**src/rtl/keypad_scanner_n.sv**
```systemverilog
// keypad_scanner_n: NROWS x NCOLS matrix keypad scanner.
// Drives one column low at a time, samples synchronised active-low rows,
// debounces whole scan frames and reports one key with press/release strobes.
//
// state  | meaning
// S_IDLE | no accepted key held
// S_HELD | accepted key held, key/key_valid reflect it
module keypad_scanner_n #(
    parameter int NROWS          = 4,
    parameter int NCOLS          = 4,
    parameter int DWELL_CYC      = 100000,
    parameter int SETTLE_CYC     = 100,
    parameter int DEBOUNCE_SCANS = 4,
    parameter int HEX_MAP        = 1,
    localparam int KW = (NROWS * NCOLS > 1) ? $clog2(NROWS * NCOLS) : 1
) (
    input  logic             clk,
    input  logic             rst,
    input  logic [NROWS-1:0] row,
    output logic [NCOLS-1:0] col,
    output logic [KW-1:0]    key,
    output logic             key_valid,
    output logic             key_press,
    output logic             key_release,
    output logic             multi
);

    localparam int DW = (DWELL_CYC > 1) ? $clog2(DWELL_CYC) : 1;
    localparam int CW = (NCOLS > 1) ? $clog2(NCOLS) : 1;
    localparam int RW = (NROWS > 1) ? $clog2(NROWS) : 1;
    localparam int SW = $clog2(DEBOUNCE_SCANS + 1);
    // Two synchroniser flops plus one cycle of column output register must
    // elapse before a sample reflects the driven column.
    localparam int SETTLE_EFF = (SETTLE_CYC < 3) ? 3 : SETTLE_CYC;
    localparam bit USE_HEX = (HEX_MAP == 1) && (NROWS == 4) && (NCOLS == 4);
    // Pmod KYPD legend, indexed by r*4+c.
    localparam int HEX_LUT [16] = '{1, 2, 3, 10, 4, 5, 6, 11, 7, 8, 9, 12, 0, 15, 14, 13};

    // Frame result kinds double as the saturated count of low samples.
    localparam logic [1:0] RES_NONE   = 2'd0;
    localparam logic [1:0] RES_SINGLE = 2'd1;
    localparam logic [1:0] RES_MULTI  = 2'd2;

    typedef enum logic {S_IDLE, S_HELD} state_t;

    function automatic logic [KW-1:0] code_of(input int r, input int c);
        if (USE_HEX) return KW'(HEX_LUT[(r * 4 + c) & 15]);
        else         return KW'(r * NCOLS + c);
    endfunction

    logic [NROWS-1:0] row_m, row_s;
    logic [DW-1:0]    dwell_cnt;
    logic [CW-1:0]    col_idx;
    logic [NCOLS-1:0] col_pat;
    logic             last_dwell, last_col, frame_end, sample;

    logic [1:0]       samp_n;
    logic [RW-1:0]    samp_r;
    logic [2:0]       acc_sum;
    logic [1:0]       acc_n, acc_n_nx;
    logic [KW-1:0]    acc_code, res_code;

    logic [1:0]       prev_kind;
    logic [KW-1:0]    prev_code;
    logic [SW-1:0]    stable_cnt, cnt_nx;
    logic             same;

    logic             acpt_vld;
    logic [1:0]       acpt_kind;
    logic [KW-1:0]    acpt_code;
    state_t           state;

    assign last_dwell = (dwell_cnt == DW'(DWELL_CYC - 1));
    assign last_col   = (col_idx == CW'(NCOLS - 1));
    assign frame_end  = last_dwell && last_col;
    assign sample     = (dwell_cnt == DW'(SETTLE_EFF));

    // Column drive pattern for the current column index.
    always_comb begin
        col_pat = '1;
        for (int k = 0; k < NCOLS; k++) begin
            col_pat[NCOLS-1-k] = (int'(col_idx) != k);
        end
    end

    // Count the low rows in the current sample (saturating at two) and note the first one.
    always_comb begin
        samp_n = 2'd0;
        samp_r = '0;
        for (int r = 0; r < NROWS; r++) begin
            if (!row_s[NROWS-1-r]) begin
                if (samp_n == 2'd0) samp_r = RW'(r);
                if (samp_n != 2'd2) samp_n = samp_n + 2'd1;
            end
        end
    end

    // Frame accumulator update and debounce comparison.
    always_comb begin
        acc_sum  = {1'b0, acc_n} + {1'b0, samp_n};
        acc_n_nx = (acc_sum >= 3'd2) ? 2'd2 : acc_sum[1:0];
        res_code = (acc_n == RES_SINGLE) ? acc_code : '0;
        same     = (acc_n == prev_kind) && (res_code == prev_code);
        if (!same)                                   cnt_nx = '0;
        else if (stable_cnt == SW'(DEBOUNCE_SCANS))  cnt_nx = stable_cnt;
        else                                         cnt_nx = stable_cnt + SW'(1);
    end

    // Row synchroniser; idle level is high (pull-ups).
    always_ff @(posedge clk or posedge rst) begin
        if (rst) begin
            row_m <= '1;
            row_s <= '1;
        end else begin
            row_m <= row;
            row_s <= row_m;
        end
    end

    // Dwell timer and column sequencer; col lags col_idx by one cycle.
    always_ff @(posedge clk or posedge rst) begin
        if (rst) begin
            dwell_cnt <= '0;
            col_idx   <= '0;
            col       <= '1;
        end else begin
            col <= col_pat;
            if (last_dwell) begin
                dwell_cnt <= '0;
                col_idx   <= last_col ? '0 : col_idx + CW'(1);
            end else begin
                dwell_cnt <= dwell_cnt + DW'(1);
            end
        end
    end

    // Accumulate the frame result from every column sample; cleared at frame end.
    always_ff @(posedge clk or posedge rst) begin
        if (rst) begin
            acc_n    <= RES_NONE;
            acc_code <= '0;
        end else if (frame_end) begin
            acc_n    <= RES_NONE;
            acc_code <= '0;
        end else if (sample) begin
            acc_n <= acc_n_nx;
            if (acc_n == 2'd0 && samp_n == 2'd1) acc_code <= code_of(int'(samp_r), int'(col_idx));
        end
    end

    // Frame debounce: accept once when a result has repeated enough frames.
    always_ff @(posedge clk or posedge rst) begin
        if (rst) begin
            prev_kind  <= RES_NONE;
            prev_code  <= '0;
            stable_cnt <= '0;
            acpt_vld   <= 1'b0;
            acpt_kind  <= RES_NONE;
            acpt_code  <= '0;
        end else begin
            acpt_vld <= 1'b0;
            if (frame_end) begin
                stable_cnt <= cnt_nx;
                if (!same) begin
                    prev_kind <= acc_n;
                    prev_code <= res_code;
                end
                if (cnt_nx == SW'(DEBOUNCE_SCANS - 1)) begin
                    acpt_vld  <= 1'b1;
                    acpt_kind <= acc_n;
                    acpt_code <= res_code;
                end
            end
        end
    end

    // Key state machine with registered outputs and one-cycle strobes.
    always_ff @(posedge clk or posedge rst) begin
        if (rst) begin
            state       <= S_IDLE;
            key         <= '0;
            key_valid   <= 1'b0;
            key_press   <= 1'b0;
            key_release <= 1'b0;
            multi       <= 1'b0;
        end else begin
            key_press   <= 1'b0;
            key_release <= 1'b0;
            if (acpt_vld) begin
                if (acpt_kind == RES_MULTI) begin
                    multi <= 1'b1;
                end else if (acpt_kind == RES_NONE) begin
                    multi <= 1'b0;
                    if (state == S_HELD) begin
                        state       <= S_IDLE;
                        key_valid   <= 1'b0;
                        key_release <= 1'b1;
                    end
                end else if (state == S_IDLE) begin
                    state     <= S_HELD;
                    key       <= acpt_code;
                    key_valid <= 1'b1;
                    key_press <= 1'b1;
                    multi     <= 1'b0;
                end else if (acpt_code != key) begin
                    key         <= acpt_code;
                    key_press   <= 1'b1;
                    key_release <= 1'b1;
                    multi       <= 1'b0;
                end
            end
        end
    end

endmodule

```
**config.mk**
```make
export PLATFORM = sky130hd
export DESIGN_NAME = keypad_scanner_n
export DESIGN_NICKNAME = d
export VERILOG_FILES = /design/src/rtl/keypad_scanner_n.sv
export SDC_FILE = /design/constraint.sdc
export NUM_CORES = 1
export LEC_CHECK = 0
export ABC_AREA = 0
export CAP_MARGIN = 20
export CORE_MARGIN = 3
export CORE_UTILIZATION = 55
export CTS_CLUSTER_SIZE = 28
export DETAILED_ROUTE_END_ITERATION = 10
export GPL_ROUTABILITY_DRIVEN = 0
export PLACE_DENSITY = 0.74
export SYNTH_ARGS = -nofsm -noshare
export SYNTH_HDL_FRONTEND = slang
export SYNTH_SLANG_ARGS = --single-unit
```
**constraint.sdc**
```tcl
create_clock -name clk -period 3.35 [get_ports clk]
set_input_delay 0.67 -clock clk [delete_from_list [all_inputs] [get_ports clk]]
set_output_delay 0.67 -clock clk [all_outputs]
set_load 0.1 [all_outputs]
```
==> results of run 1 <==
## sequential cells by signal, summed over array words and instances (netlist names), 2 cells and up
register	count
col	4
row_s	4
row_m	4
stable_cnt	3
acc_n	2
prev_code	4
dwell_cnt	17
acpt_code	4
acpt_kind	2
prev_kind	2
col_idx	2
acc_code	4
key	4
## through the flow
step                setup WS (ns)  hold WS, ns  instances
detailed placement         0.4795       0.3469        379
finish                     0.4885       0.3560        395
floorplan                  0.7497       0.3452        293
CTS                        0.4895       0.3566        395
global placement           0.6513       0.3464        379
global route               0.3245       0.3606        395
## path summary, 6_finish.rpt
| path | end | slack, ns | start |
|---|---|---|---|
| max in group asynchronous | row_s[3] | 2.01 | rst |
| min in group asynchronous | prev_kind[1] | 0.62 | rst |
| worst max-delay path | acc_n[0] | 0.49 | row_s[2] |
| worst min register to register | row_s[1] | 0.36 | row_m[1] |
| worst max register to register | acc_n[0] | 0.49 | row_s[2] |
| worst min-delay path | row_s[1] | 0.36 | row_m[1] |
## metal layers
| layer | track usage [%] | vias up | routed length [um] |
|---|---|---|---|
| li1 | - | 1059 | - |
| met3 | 3.618 | 11 | 153 |
| met4 | 8.970 | 0 | 103 |
| met5 | 0 | - | 0 |
| met1 | 23.95 | 996 | 2512 |
| met2 | 30.53 | 24 | 2586 |
## worst reg2reg max path, cell delays in order, from the launching register on
cell	delay, ns
dfstp_2	0.55
inv_1	0.08
ha_1	0.35
nor3_1	0.28
a2bb2oi_1	0.30
ha_1	0.21
inv_1	0.05
fa_1	0.50
nand3_1	0.07
or2_2	0.27
a21oi_1	0.14
## layout make-up
class	instances	area, um^2
inverters	22	82.58
clock inverters	3	65.06
multi-input cells	203	1493
flip-flops and latches	62	1567
clock buffers	13	168.9
fillers	445	1907
well taps	72	90.09
repair buffers	20	167.7
## Yosys cell counts, types with 3 or more instances
cell	count	area, um^2
inv_1	22	82.58
mux2i_1	9	90.09
a31oi_1	3	18.77
o21ai_0	8	40.04
nor4_1	5	31.28
nor3_1	4	20.02
nand2b_1	3	18.77
nor2b_1	3	18.77
and2_1	6	37.54
or3_1	3	18.77
dfrtp_1	50	1251
ha_1	15	187.7
nand3_1	11	55.05
xor2_1	12	105.1
nor2_1	25	93.84
nand4_1	6	37.54
nand2_1	20	75.07
a21oi_1	9	45.04
dfstp_2	12	315.3
mux2_2	13	146.4
xnor2_1	11	96.34
nand3b_1	4	30.03
## kinds of logic after synthesis
family                   Yosys count  share of synthesized area, %
AO/OA/AOI/OAI                     33                         6.531
multiplexers                      22                         7.435
XOR/XNOR                          23                         6.333
buffers and inverters             28                         3.816
adder cells (fa/ha/maj)           16                         6.530
flip-flops                        62                         49.25
AND/OR/NAND/NOR                  109                         20.10
## report_power, final
part / internal, mW / total [mW] / switching [mW]
clock: 0.479 / 0.753 / 0.274
combinational: 0.0198 / 0.0484 / 0.0286
sequential: 0.758 / 0.762 / 0.00435
total: 1.26 / 1.56 / 0.307
==> metrics, run 1 <==
setup-violating endpoint count in the final report=0; Top Family by Delay on Critical Path=adder cells; maximum fanout encountered on the critical timing path=4; Pins Over Slew Limit=0; maximum number of pins on one net before global-route repair=29; number of enable flip-flop cells after synthesis=0; clock period minus final worst setup slack=2.862 ns; number of nets with antenna violations after detailed routing=0; initial core utilization=57.41%; via count of the first global-routing pass=2093; Total Power Consumption=1.563 mW; relative slew slack=35.86%; Syn Inst Count=293; Yosys warning count=0; port bufs=17; Final Hold Violating Endpoints=0; per-instance average area after synthesis=10.86 um^2; part of the Yosys area used for sequential elements=49.25%; Cell Rows=27; critical path's largest stage delay=0.55 ns; number of storage elements in the synthesis netlist=62; crit path buf inv count=2; Detail Placement HPWL=4007 um; launching element type of the critical path=flop; clock sink total=62; nets in the synthesized netlist=315; clock tree from TritonCTS=yes; first drt pass iteration count=4; standby leakage power=1.722 nW; endpoint arrival time on the critical path=3.12 ns; grt total ovfl=0; Mapped Area=3181 um^2; insertion delay of the later-clocked pin in the worst-skew pair=0.33 ns; Finished Cell Area=3633 um^2; I/O pin total=18; Hold Path Depth=0; overall die area=6731 um^2; placeable core area=5540 um^2; number of DRC violations after detailed routing=0; number of gates given a new drive strength after cts=0; post-route clock period utilization=85.42%; routed wirelength normalized by instance count=13.56 um; per-cell via count in the routed design=5.291; Root Buffer Master=clkbuf_8; number of antenna violations at the first check in global routing=0; number of levels the H-tree was split into=3; critical path class=reg -> reg; Total Negative Setup Slacks=0 ns; RSZ-0062 raised after global routing=false; maximum clock rate=349.5 MHz; most used flip-flop cell after synthesis=dfrtp_1; run status=completed; count of inserted antenna diode cells=0; Num CTS Buffers=9; Worst EP required=3.61 ns; final core area utilization=65.58%; GRT Resource Usage Total=18.75%; Die X-Extent=82.05 um; critical path cell sequence=inv_1 > ha_1 > nor3_1 > a2bb2oi_1 > ha_1 > inv_1 > fa_1 > nand3_1 > or2_2 > a21oi_1; count of different cell masters after synthesis=52; IR drop worst, VDD=0.2283 mV; largest buffer count on any clock path=2; standard cell area after detailed placement=3400 um^2; R2R cell count=10; fraction of layout cells with a size suffix above 1=21.05%; wire length of the first global-routing pass=9501 um; wirelength, routed=5355 um; MaxCap Viol Count=0; Worst-Margin Slew=0.9591 ns; commonest cells after routing, fill and taps aside=50 x dfrtp_1, 25 x nor2_1, 21 x inv_1; height of the die=82.05 um; leading cell type in the layout, fill and taps excluded=dfrtp_1; Clk pin slew, worst setup/hold paths=0.07 ns; Synth async-reset ratio=100.0%; CP max-delay cell=dfstp_2; number of buffers added for setup after CTS=0; total number of cells along the worst setup path=10; total via count after detailed routing=2090; First DRT Iteration DRCs=102; Power per Cell Area=430.3 nW/um^2; final worst clock skew=0.008234 ns; growth of design area from synthesis to finish=14.24%; worst min path class=reg -> reg; CP endpoint kind=flop; Total Nets Final=340; hold buffers post-CTS=0
Power figures use the tool's default switching activity.
==> run 2, diff against run 1 <==
Settings changed: CORE_UTILIZATION 55 to 25, GPL_ROUTABILITY_DRIVEN 0 to not set, PLACE_DENSITY 0.74 to not set.
==> metrics, run 2 (same netlist as run 1, synthesis figures left out) <==
clock tree from TritonCTS=yes; maximum fanout encountered on the critical timing path=4; initial core utilization=26.05%; standby leakage power=1.768 nW; relative slew slack=60.47%; maximum number of pins on one net before global-route repair=42; Detail Placement HPWL=4226 um; CP endpoint kind=flop; largest buffer count on any clock path=2; wire length of the first global-routing pass=10250 um; reg2reg start=row_s[2]; Root Buffer Master=clkbuf_16; critical path's largest stage delay=0.54 ns; Pins Over Slew Limit=0; Final Hold Violating Endpoints=0; worst min path class=reg -> reg; Die X-Extent=118.8 um; number of DRC violations after detailed routing=0; number of buffers added for setup after CTS=0; number of gates given a new drive strength after cts=0; commonest cells after routing, fill and taps aside=50 x dfrtp_1, 25 x nor2_1, 21 x inv_1; crit path buf inv count=2; Worst-Margin Slew=0.5917 ns; clock period minus final worst setup slack=2.903 ns; setup-violating endpoint count in the final report=0; port bufs=17; clock sink total=62; Total Negative Setup Slacks=0 ns; Total Nets Final=339; Worst EP required=3.60 ns; wirelength, routed=5907 um; endpoint of the lowest-slack register-to-register path=acc_n[0]; IR drop worst, VDD=0.2621 mV; fraction of layout cells with a size suffix above 1=21.74%; total number of cells along the worst setup path=10; insertion delay of the later-clocked pin in the worst-skew pair=0.33 ns; register-to-register setup slack=0.45 ns; Num CTS Buffers=9; per-cell via count in the routed design=4.355; GPL Wtd Cong=0.7997; count of inserted antenna diode cells=0; CP max-delay cell=dfstp_2; final worst clock skew=0.005759 ns; max reg flops=17; placeable core area=12210 um^2; R2R cell count=10; critical path class=reg -> reg; Power per Cell Area=462.8 nW/um^2; register with the most flip-flops=dwell_cnt; maximum clock rate=344.4 MHz; GRT Resource Usage Total=9.202%; run status=completed; First DRT Iteration DRCs=116; grt total ovfl=0; hold buffers post-CTS=0; launching element type of the critical path=flop; post-route clock period utilization=86.67%; growth of design area from synthesis to finish=20.73%; number of nets with antenna violations after detailed routing=0; total via count after detailed routing=2134; routed wirelength normalized by instance count=12.06 um; Clk pin slew, worst setup/hold paths=0.05 ns; number of antenna violations at the first check in global routing=0; worst setup path startpoint=row_s[2]; RSZ-0062 raised after global routing=false; Top Family by Delay on Critical Path=adder cells; Cell Rows=40; number of levels the H-tree was split into=3; endpoint arrival time on the critical path=3.16 ns; overall die area=14110 um^2; first drt pass iteration count=4; Setup crit end=acc_n[0]; I/O pin total=18; leading cell type in the layout, fill and taps excluded=dfrtp_1; MaxCap Viol Count=0; height of the die=118.8 um; via count of the first global-routing pass=2178; critical path cell sequence=inv_1 > ha_1 > nor3_1 > a2bb2oi_1 > ha_1 > inv_1 > fa_1 > nand3_1 > or2_2 > a21oi_1; Total Power Consumption=1.777 mW
[run 2: cell count changes in the layout (fill, tap and decap cells not counted), sizes merged]
cell and change:
bufinv -1, clkdlybuf4s50 -2, buf +1, clkinv +1
[run 2: metal layers]
metal / vias to the layer above / wire (um) / global-route usage, %
met2: 38 / 2714 / 14.17
met1: 1031 / 2812 / 10.99
met3: 4 / 314 / 4.785
met5: - / 0 / 0
met4: 0 / 66 / 3.259
li1: 1061 / - / -
[run 2: power by group]
| part | switching [mW] | internal, mW |
|---|---|---|
| Clock | 0.310 | 0.653 |
| Sequential | 0.00449 | 0.759 |
| Combinational | 0.0295 | 0.0207 |
[run 2: how the worst min path moves through the flow]
| stage | start | end | slack (ns) | depth (start not counted) |
|---|---|---|---|---|
| 4_1_cts | row_m[0] | row_s[0] | 0.35 | 0 |
| 3_3_place_gp | row_m[1] | row_s[1] | 0.35 | 0 |
| 5_1_grt | row_m[0] | row_s[0] | 0.35 | 0 |
| 6_report | row_m[0] | row_s[0] | 0.35 | 0 |
| 3_5_place_dp | row_m[3] | row_s[3] | 0.35 | 0 |
| 2_1_floorplan | row_m[0] | row_s[0] | 0.35 | 0 |
[run 2: worst reg2reg max path: cells and delay by family (launching register included)]
kind / cells / cell delay (ns)
compound gates: 2 / 0.46
fa+ha+maj: 3 / 1.04
buf+inv: 2 / 0.13
flops: 1 / 0.54
simple gates: 3 / 0.67
[run 2: final cells by class]
type                    count  area (um^2)
fillers                  1272         8372
clock inverters             3        40.04
well taps                 168        210.2
clock buffers              13        280.3
inverters                  22        82.58
multi-input cells         203         1493
repair buffers             19        167.7
flip-flops and latches     62         1567
[run 2: stage by stage]
stage	utilization [%]	setup slack, ns	instance area, um^2	instances	hold WS (ns)
after global routing	31.44	0.2445	3840	490	0.3536
after floorplan	-	0.7497	3181	293	0.3452
after detailed placement	28.82	0.5072	3520	474	0.3484
final	31.44	0.4466	3840	490	0.3530
after global placement	28.82	0.6588	3520	474	0.3459
after CTS	31.44	0.4907	3840	490	0.3514
==> run 3, diff against run 2 <==
Settings changed: CORE_UTILIZATION 25 to 45.
==> metrics, run 3 (same netlist as run 1, synthesis figures left out) <==
total via count after detailed routing=2148; post-route clock period utilization=82.86%; number of gates given a new drive strength after cts=0; post-route worst setup slack=0.5741 ns; Detail Placement HPWL=4083 um; Pins Over Slew Limit=0; maximum fanout encountered on the critical timing path=4; wirelength, routed=5624 um; setup-violating endpoint count in the final report=0; worst min path class=reg -> reg; CP max-delay cell=dfstp_2; standby leakage power=1.693 nW; Cell Rows=30; number of levels the H-tree was split into=3; post-layout instance count excluding filler cells=419; RSZ-0062 raised after global routing=false; Finished Cell Area=3610 um^2; First DRT Iteration DRCs=96; largest buffer count on any clock path=2; routed wirelength normalized by instance count=13.42 um; Hold WS=0.3558 ns; Total Nets Final=340; I/O pin total=18; initial core utilization=46.56%; Num CTS Buffers=9; Worst EP required=3.60 ns; final worst clock skew=0.003517 ns; height of the die=90.07 um; Power per Cell Area=390.7 nW/um^2; maximum number of pins on one net before global-route repair=34; standard cell area after detailed placement=3430 um^2; MaxCap Viol Count=0; IR drop worst, VDD=0.2460 mV; max reg flops=17; placeable core area=6832 um^2; number of nets with antenna violations after detailed routing=0; clock sink total=62; GPL Wtd Cong=0.8063; per-cell via count in the routed design=5.126; Worst-Margin Slew=0.9618 ns; growth of design area from synthesis to finish=13.49%; GRT Resource Usage Total=15.41%; leading cell type in the layout, fill and taps excluded=dfrtp_1; wire length of the first global-routing pass=10180 um; relative slew slack=35.68%; number of placed instances, taps included=403; port bufs=17; register with the most flip-flops=dwell_cnt; grt total ovfl=0; Die X-Extent=90.07 um; number of antenna violations at the first check in global routing=0; number of buffers added for setup after CTS=0; critical path's largest stage delay=0.55 ns; via count of the first global-routing pass=2188; Total Negative Setup Slacks=0 ns; Clk pin slew, worst setup/hold paths=0.06 ns; Total Power Consumption=1.410 mW; insertion delay of the later-clocked pin in the worst-skew pair=0.32 ns; number of DRC violations after detailed routing=0; final core area utilization=52.84%; commonest cells after routing, fill and taps aside=50 x dfrtp_1, 25 x nor2_1, 21 x inv_1; launching element type of the critical path=flop; fraction of layout cells with a size suffix above 1=20.12%; first drt pass iteration count=4; Final Hold Violating Endpoints=0; CP endpoint kind=flop; hold buffers post-CTS=0; overall die area=8113 um^2; clock tree from TritonCTS=yes; count of inserted antenna diode cells=0; endpoint arrival time on the critical path=3.03 ns; critical path cell sequence=inv_1 > ha_1 > nor3_1 > a2bb2oi_1 > ha_1 > inv_1 > fa_1 > nand3_1 > or2_2 > a21oi_1; clock period minus final worst setup slack=2.776 ns; run status=completed; post-placement worst setup slack=0.5582 ns; Root Buffer Master=clkbuf_8; critical path class=reg -> reg; maximum clock rate=360.2 MHz; number of filler instances in the final layout=661
-- run 3: changes by cell type in the layout (fill, tap and decap cells not counted) --
| cell | change |
|---|---|
| buf_12 | -1 |
| clkinv_2 | -2 |
| clkdlybuf4s50_1 | +2 |
| clkbuf_16 | -9 |
| clkbuf_1 | +4 |
| bufinv_16 | -1 |
| clkbuf_8 | +8 |
-- run 3: critical path, delay by kind of cell, from the launching register on --
family          cells  cell delay [ns]
buf+inv             2             0.12
fa+ha+maj           3             1.02
compound gates      2             0.40
simple gates        3             0.62
flops               1             0.55
-- run 3: path summary, 6_finish.rpt --
path | to | slack [ns] | cells after the start | start
worst max-delay path | acc_n[0] | 0.57 | 10 | row_s[2]
worst min-delay path | row_s[0] | 0.36 | 0 | row_m[0]
worst max register to register | acc_n[0] | 0.57 | 10 | row_s[2]
worst min register to register | row_s[0] | 0.36 | 0 | row_m[0]
max in group asynchronous | acc_code[3] | 1.92 | 3 | rst
min in group asynchronous | col_idx[1] | 0.76 | 2 | rst
-- run 3: cell type report --
class	count	area, um^2	share of cell area [%]
clock buffers	16	180.2	4.991
inverters	22	82.58	2.288
multi-input cells	203	1493	41.35
flip-flops and latches	62	1567	43.40
well taps	96	120.1	3.328
repair buffers	20	167.7	4.645
-- run 3: layer usage --
layer	wire length (um)	part of all wire, %	track usage, %	vias up
li1	-	-	-	1058
met1	2621	47	19.59	1040
met2	2697	48	25.26	40
met3	188	3.3	2.762	10
met4	116	2.1	7.653	0
met5	0	0	0	-
-- run 3: where the power goes --
group          switching [mW]  internal [mW]
clock                   0.269          0.331
sequential            0.00429          0.758
combinational          0.0278         0.0196
total                   0.301           1.11
